--- config.mk ---
export PLATFORM = sky130hd
export DESIGN_NAME = adder_tree_operand_loader
export DESIGN_NICKNAME = d
export VERILOG_FILES = /design/src/rtl/adder_tree_pkg.sv /design/src/rtl/adder_tree_lane_bank.sv /design/src/rtl/adder_tree_operand_loader.sv
export SDC_FILE = /design/constraint.sdc
export NUM_CORES = 2
export LEC_CHECK = 0
export ABC_AREA = 1
export BUFFER_PORTS_ARGS = -buffer_cell sky130_fd_sc_hd__buf_2
export CORE_AREA = 2 2 504 406
export DETAILED_ROUTE_END_ITERATION = 7
export DIE_AREA = 0 0 506 408
export GPL_TIMING_DRIVEN = 0
export PLACE_DENSITY = 0.68
export SETUP_SLACK_MARGIN = 0.1
export SLEW_MARGIN = 30
export SYNTH_ARGS = -nofsm -noshare
export SYNTH_HDL_FRONTEND = slang
export SYNTH_SLANG_ARGS = --single-unit
--- constraint.sdc ---
create_clock -name clk -period 1.92 [get_ports clk]
set_input_delay 0.096 -clock clk [delete_from_list [all_inputs] [get_ports clk]]
set_output_delay 0.096 -clock clk [all_outputs]
set_load 0.02 [all_outputs]
--- src/rtl/adder_tree_pkg.sv ---
// Shared constants and types for the 3-level adder tree and its operand loader.
package adder_tree_pkg;

    localparam int unsigned ADDER_WIDTH = 128;
    localparam int unsigned LANES       = 8;

    typedef logic [2:0] lane_idx_t;

    typedef enum logic {
        FILL = 1'b0,
        FULL = 1'b1
    } loader_state_t;

endpackage

--- src/rtl/adder_tree_lane_bank.sv ---
// Register bank of DEPTH operand words: indexed write, synchronous clear, parallel read.
module adder_tree_lane_bank
    import adder_tree_pkg::*;
#(
    parameter int unsigned WIDTH = ADDER_WIDTH,
    parameter int unsigned DEPTH = LANES
) (
    input  logic                         clk,
    input  logic                         rst_n,
    input  logic                         clear,
    input  logic                         wr_en,
    input  lane_idx_t                    wr_idx,
    input  logic [WIDTH-1:0]             wr_data,
    output logic [DEPTH-1:0][WIDTH-1:0]  rd_data
);

    logic [DEPTH-1:0][WIDTH-1:0] bank;

    // Clear wins over write so a transfer edge always leaves an empty bank.
    always_ff @(posedge clk) begin
        if (!rst_n || clear) begin
            bank <= '0;
        end else if (wr_en) begin
            bank[wr_idx] <= wr_data;
        end
    end

    assign rd_data = bank;

endmodule

--- src/rtl/adder_tree_operand_loader.sv ---
// Collects a serial operand stream into eight parallel adder-tree lanes and tracks result validity.
module adder_tree_operand_loader #(
    parameter int unsigned ADDER_WIDTH  = adder_tree_pkg::ADDER_WIDTH,
    parameter int unsigned LANES        = adder_tree_pkg::LANES,
    parameter int unsigned TREE_LATENCY = 2
) (
    input  logic                   clk,
    input  logic                   rst_n,
    input  logic                   in_valid,
    output logic                   in_ready,
    input  logic [ADDER_WIDTH-1:0] in_data,
    input  logic                   in_last,
    input  logic                   stall,
    output logic [ADDER_WIDTH-1:0] isum0_0_0_0,
    output logic [ADDER_WIDTH-1:0] isum0_0_0_1,
    output logic [ADDER_WIDTH-1:0] isum0_0_1_0,
    output logic [ADDER_WIDTH-1:0] isum0_0_1_1,
    output logic [ADDER_WIDTH-1:0] isum0_1_0_0,
    output logic [ADDER_WIDTH-1:0] isum0_1_0_1,
    output logic [ADDER_WIDTH-1:0] isum0_1_1_0,
    output logic [ADDER_WIDTH-1:0] isum0_1_1_1,
    output logic                   launch,
    output logic [3:0]             launch_count,
    output logic                   sum_valid
);

    import adder_tree_pkg::*;

    loader_state_t state, state_next;
    lane_idx_t     cnt, cnt_next;
    logic [3:0]    held_count, held_count_next;
    logic [3:0]    count_next;

    logic accept;
    logic closing;
    logic transfer;
    logic bank_wr;
    logic bank_clear;

    logic [LANES-1:0][ADDER_WIDTH-1:0] bank_q;
    logic [LANES-1:0][ADDER_WIDTH-1:0] merged;
    logic [LANES-1:0][ADDER_WIDTH-1:0] lanes;

    logic                    launch_q;
    logic [TREE_LATENCY-1:0] sv_pipe;

    assign in_ready = rst_n && (state == FILL);
    assign accept   = in_valid && in_ready;
    assign closing  = accept && ((cnt == lane_idx_t'(LANES - 1)) || in_last);

    adder_tree_lane_bank #(
        .WIDTH (ADDER_WIDTH),
        .DEPTH (LANES)
    ) u_fill_bank (
        .clk     (clk),
        .rst_n   (rst_n),
        .clear   (bank_clear),
        .wr_en   (bank_wr),
        .wr_idx  (cnt),
        .wr_data (in_data),
        .rd_data (bank_q)
    );

    always_comb begin
        state_next      = state;
        cnt_next        = cnt;
        held_count_next = held_count;
        count_next      = held_count;
        transfer        = 1'b0;
        bank_wr         = 1'b0;
        bank_clear      = 1'b0;
        case (state)
            FILL: begin
                if (accept) begin
                    if (closing && !stall) begin
                        transfer   = 1'b1;
                        bank_clear = 1'b1;
                        cnt_next   = '0;
                        count_next = {1'b0, cnt} + 4'd1;
                    end else if (closing) begin
                        bank_wr         = 1'b1;
                        state_next      = FULL;
                        held_count_next = {1'b0, cnt} + 4'd1;
                        cnt_next        = '0;
                    end else begin
                        bank_wr  = 1'b1;
                        cnt_next = cnt + 3'd1;
                    end
                end
            end
            FULL: begin
                if (!stall) begin
                    transfer   = 1'b1;
                    bank_clear = 1'b1;
                    state_next = FILL;
                end
            end
            default: state_next = FILL;
        endcase
    end

    // On a FILL-state close the incoming word bypasses the bank; lanes past it are zeroed.
    always_comb begin
        merged = bank_q;
        if (state == FILL) begin
            for (int unsigned k = 0; k < LANES; k++) begin
                if (lane_idx_t'(k) == cnt) begin
                    merged[k] = in_data;
                end else if (lane_idx_t'(k) > cnt) begin
                    merged[k] = '0;
                end
            end
        end
    end

    always_ff @(posedge clk) begin
        if (!rst_n) begin
            state        <= FILL;
            cnt          <= '0;
            held_count   <= '0;
            lanes        <= '0;
            launch_count <= '0;
            launch_q     <= 1'b0;
            sv_pipe      <= '0;
        end else begin
            state      <= state_next;
            cnt        <= cnt_next;
            held_count <= held_count_next;
            launch_q   <= transfer;
            sv_pipe[0] <= launch_q;
            for (int unsigned i = 1; i < TREE_LATENCY; i++) begin
                sv_pipe[i] <= sv_pipe[i-1];
            end
            if (transfer) begin
                lanes        <= merged;
                launch_count <= count_next;
            end
        end
    end

    assign launch    = launch_q;
    assign sum_valid = sv_pipe[TREE_LATENCY-1];

    assign isum0_0_0_0 = lanes[0];
    assign isum0_0_0_1 = lanes[1];
    assign isum0_0_1_0 = lanes[2];
    assign isum0_0_1_1 = lanes[3];
    assign isum0_1_0_0 = lanes[4];
    assign isum0_1_0_1 = lanes[5];
    assign isum0_1_1_0 = lanes[6];
    assign isum0_1_1_1 = lanes[7];

endmodule

==> reports/results.ini <==
[die]
initial_core_util_pct = 41.8
die_h_um = 408
rows = 148
fp.coreArea_mm2 = 0.202
die-area_mm2 = 0.206
dieWidth_um = 506
io_pins = 1164

[synth]
syn_avg_cell_area_um2 = 6.91
synth_area_leaders = dfxtp_1 49%, nand2_1 25%, nand3_1 6.1%
synth_edf_count = 0
synth_seq_cells = 2063
yosysTopAreaCell = dfxtp_1
synth_flop_cell = dfxtp_1
yosysTopAreaCellShare_pct = 49.0
synthArstFlopShare_pct = 0
ys_types = 27
syn_inst = 12200
synth.most_common_cell = nand2_1
seq_area_frac_synth_pct = 49.0
yosys_warnings = 0
netlist_area_mm2 = 0.0843
synth.top_cells.by_count = 5683 x nand2_1, 2063 x dfxtp_1, 1032 x nand3_1
synth_nets = 12300

[pwr]
p_clk_share_pct = 45.4
power_frac_seq_pct = 44.5
p_sw_mw = 26.0
p_per_area_mw_per_mm2 = 872
p_int_mw = 71.3
combPwrFrac_pct = 10.1
p_leak_nw = 50.8
p_sw_share_pct = 26.7
vdd_drop_max_uv = 885

[critical_path]
cp_slowest_cell = dfxtp_4
crit_type = reg -> reg
r2r_end = isum0_0_1_0[109]$_SDFFE_PN0P_
r2r-start = cnt[1]$_SDFFE_PN0P_
reg2regPathDepth = 12
end_kind = flip-flop
setup.worst_path.end = isum0_0_1_0[109]$_SDFFE_PN0P_
slowest_delay_ns = 0.38
startpoint = cnt[1]$_SDFFE_PN0P_
worst-path-max-fanout = 10
path_common_cell = nand2_1
reg2reg_slack_ns = -0.43
cp.required_ns = 2.73
arrival_ns = 3.17
crit_chain = buf_12 -> buf_4 -> ha_1 -> o21ai_1 -> nand2_1 -> nand2_4 -> clkbuf_4 -> clkbuf_4 -> nand2_1 -> nand2_1 -> nand2_1 -> nand2_1
critPathLaunchType = flip-flop

[placed_design]
dp_hpwl_um = 296000
gp_congestion = 0.998
io_buffers = 1035
dp_cells = 16000

[drt]
ant_nets = 0
wl_um = 432000
wl_per_cell_um = 25.8
vias_per_cell = 5.51
drcViolationCount = 4
drt_pass1_iterations = 8
drt-initial-drc-count = 12800
dr_total_vias = 92100

[sta]
max_slew_margin_pct = 34.4
slew_violations = 0
min_period_over_period_pct = 122
grt_setup_unrepaired = true
fin_worst_skew_ns = 0.0553
clock.fmax_ghz = 0.425
setup_tns_ns = -608.35
hold_viol = 0
hold_ws_ns = 0.0741
period_needed_ns = 2.35
finalSetupViolations = 2056
timing.final.ws_setup_ns = -0.431
worst_slew_pin_slew_ns = 0.984

[flow_run]
cap_violations = 0

[grt]
grt_pass1_wl_um = 577000
grt_busiest_layer = met2
met2_usage_pct = 55.1
grt_util_met3_pct = 12.9
grt_overflow = 0
use_met1_pct = 47.6
grt_pass1_vias = 82200
grt_usage_pct = 38.2
antenna_found_initial = 33
grt_max_degree = 17

[cts]
clk_path_buf_depth = 3
cts_buffers = 202
h-tree-depth = 4
cts_tree = done
path_clk_slew_ns = 0.07
cts_num_sinks = 2063
clock_latency_ns = 0.88
root_buffer = clkbuf_16

[cells_and_area]
drive_above_1_share_pct = 20.2
fin_cells = 16700
nNetsFinal = 13900
fillers = 19300
areaGrowthSynthToFinish_pct = 32.4
multi_input_area_mm2 = 0.0380
seqCellArea_mm2 = 0.0413

[min_path]
hold_class = in -> reg

[run_status]
failed_checks = design-rule violations, negative setup slack
outcome = finished, violations left

## cell type report
cell class / count / area share, %
well taps: 2700 / 3.03
plain buffers: 1060 / 7.88
repair buffers: 1378 / 9.65
flip-flops and latches: 2063 / 37.0
diodes: 48 / 0.108
clock buffers: 281 / 5.20
multi-input cells: 8548 / 34.0
inverters: 531 / 1.81
clock inverters: 94 / 1.30
## state kept, by name, indices dropped and copies added (netlist names), 128 cells and up
name,flops
u_fill_bank.rd_data,1024
isum0_0_0_0,128
isum0_0_0_1,128
isum0_0_1_0,128
isum0_0_1_1,128
isum0_1_0_0,128
isum0_1_0_1,128
isum0_1_1_0,128
isum0_1_1_1,128
## worst min-delay path by stage
stage / startpoint / endpoint / slack, ns / depth (start not counted)
2_1_floorplan: stall / state$_SDFF_PN0_ / 0.26 / 2
3_3_place_gp: stall / state$_SDFF_PN0_ / 0.41 / 3
3_5_place_dp: stall / state$_SDFF_PN0_ / 0.41 / 3
4_1_cts: stall / isum0_0_1_0[4]$_SDFFE_PN0P_ / 0.005 / 8
5_1_grt: stall / isum0_0_1_0[4]$_SDFFE_PN0P_ / 0.07 / 8
6_report: stall / isum0_0_1_0[4]$_SDFFE_PN0P_ / 0.07 / 8
## layer usage
metal | vias to the layer above | share of wire [%]
met2 | 5990 | 41
met1 | 42800 | 37
met4 | 19 | 8.5
li1 | 41900 | -
met5 | - | 0.077
met3 | 1301 | 14
## critical path, delay by kind of cell, from the launching register on
family                     cells  cell delay (ns)
buffers and inverters          4             0.81
and+or+nand+nor                6             0.74
DFF                            1             0.38
adders and majority gates      1             0.21
AOI/OAI and AO/OA              1             0.17
## repair_timing
action | 4_1_cts | 5_1_grt
pin swaps | 24 | 123
hold endpoints to repair | 1065 | 0
setup endpoints to repair | 2054 | 2059
hold buffers | 135 | 0
gates cloned | 29 | 73
gates resized for setup | 800 | 874
buffers inserted | 68 | 24
## through the flow
| step | power [mW] | setup slack [ns] | area [um^2] | utilization [%] |
|---|---|---|---|---|
| after floorplan | 48.2 | 0.0603 | 85000 | - |
| after global routing | 99.0 | -0.443 | 112000 | 55.3 |
| after detailed placement | 51.4 | -1.31 | 94000 | 46.6 |
| final | 97.3 | -0.431 | 112000 | 55.3 |
| after global placement | 51.3 | -2.07 | 93600 | 46.4 |
| after CTS | 95.6 | -0.293 | 107000 | 52.9 |
## cells in the final DEF, fill, tap and decap left out, drive strengths merged
master	Yosys	routed
inv	531	536
ha	4	4
nand2	5684	5684
dfxtp	2063	2063
bufinv	0	30
o22ai	256	256
o31ai	1	1
bufbuf	0	2
clkbuf	474	823
a211oi	1	1
nor2	19	19
buf	588	1759
o21ai	517	517
dlygate4sd3	0	135
clkinvlp	0	7
nand3	1034	1034
a21oi	1028	1028
nor3	4	4
diode	0	48
clkinv	0	52
## cells by family after synthesis
family	Yosys count	synth area share, %
AO/OA/AOI/OAI	1803	11.1
adder cells (fa/ha/maj)	4	0.0594
buffers and inverters	1593	8.22
flip-flops	2063	49.0
AND/OR/NAND/NOR	6741	31.6
## power groups by stage
stage	registers [mW]	clock network, mW	logic, mW
2_1_floorplan	44.3	0	3.87
5_1_grt	43.3	45.7	10.1
3_5_place_dp	44.2	0	7.18
6_report	43.3	44.2	9.86
3_3_place_gp	44.2	0	7.12
4_1_cts	43.3	43.8	8.48
(Power assumes the default switching activity.)
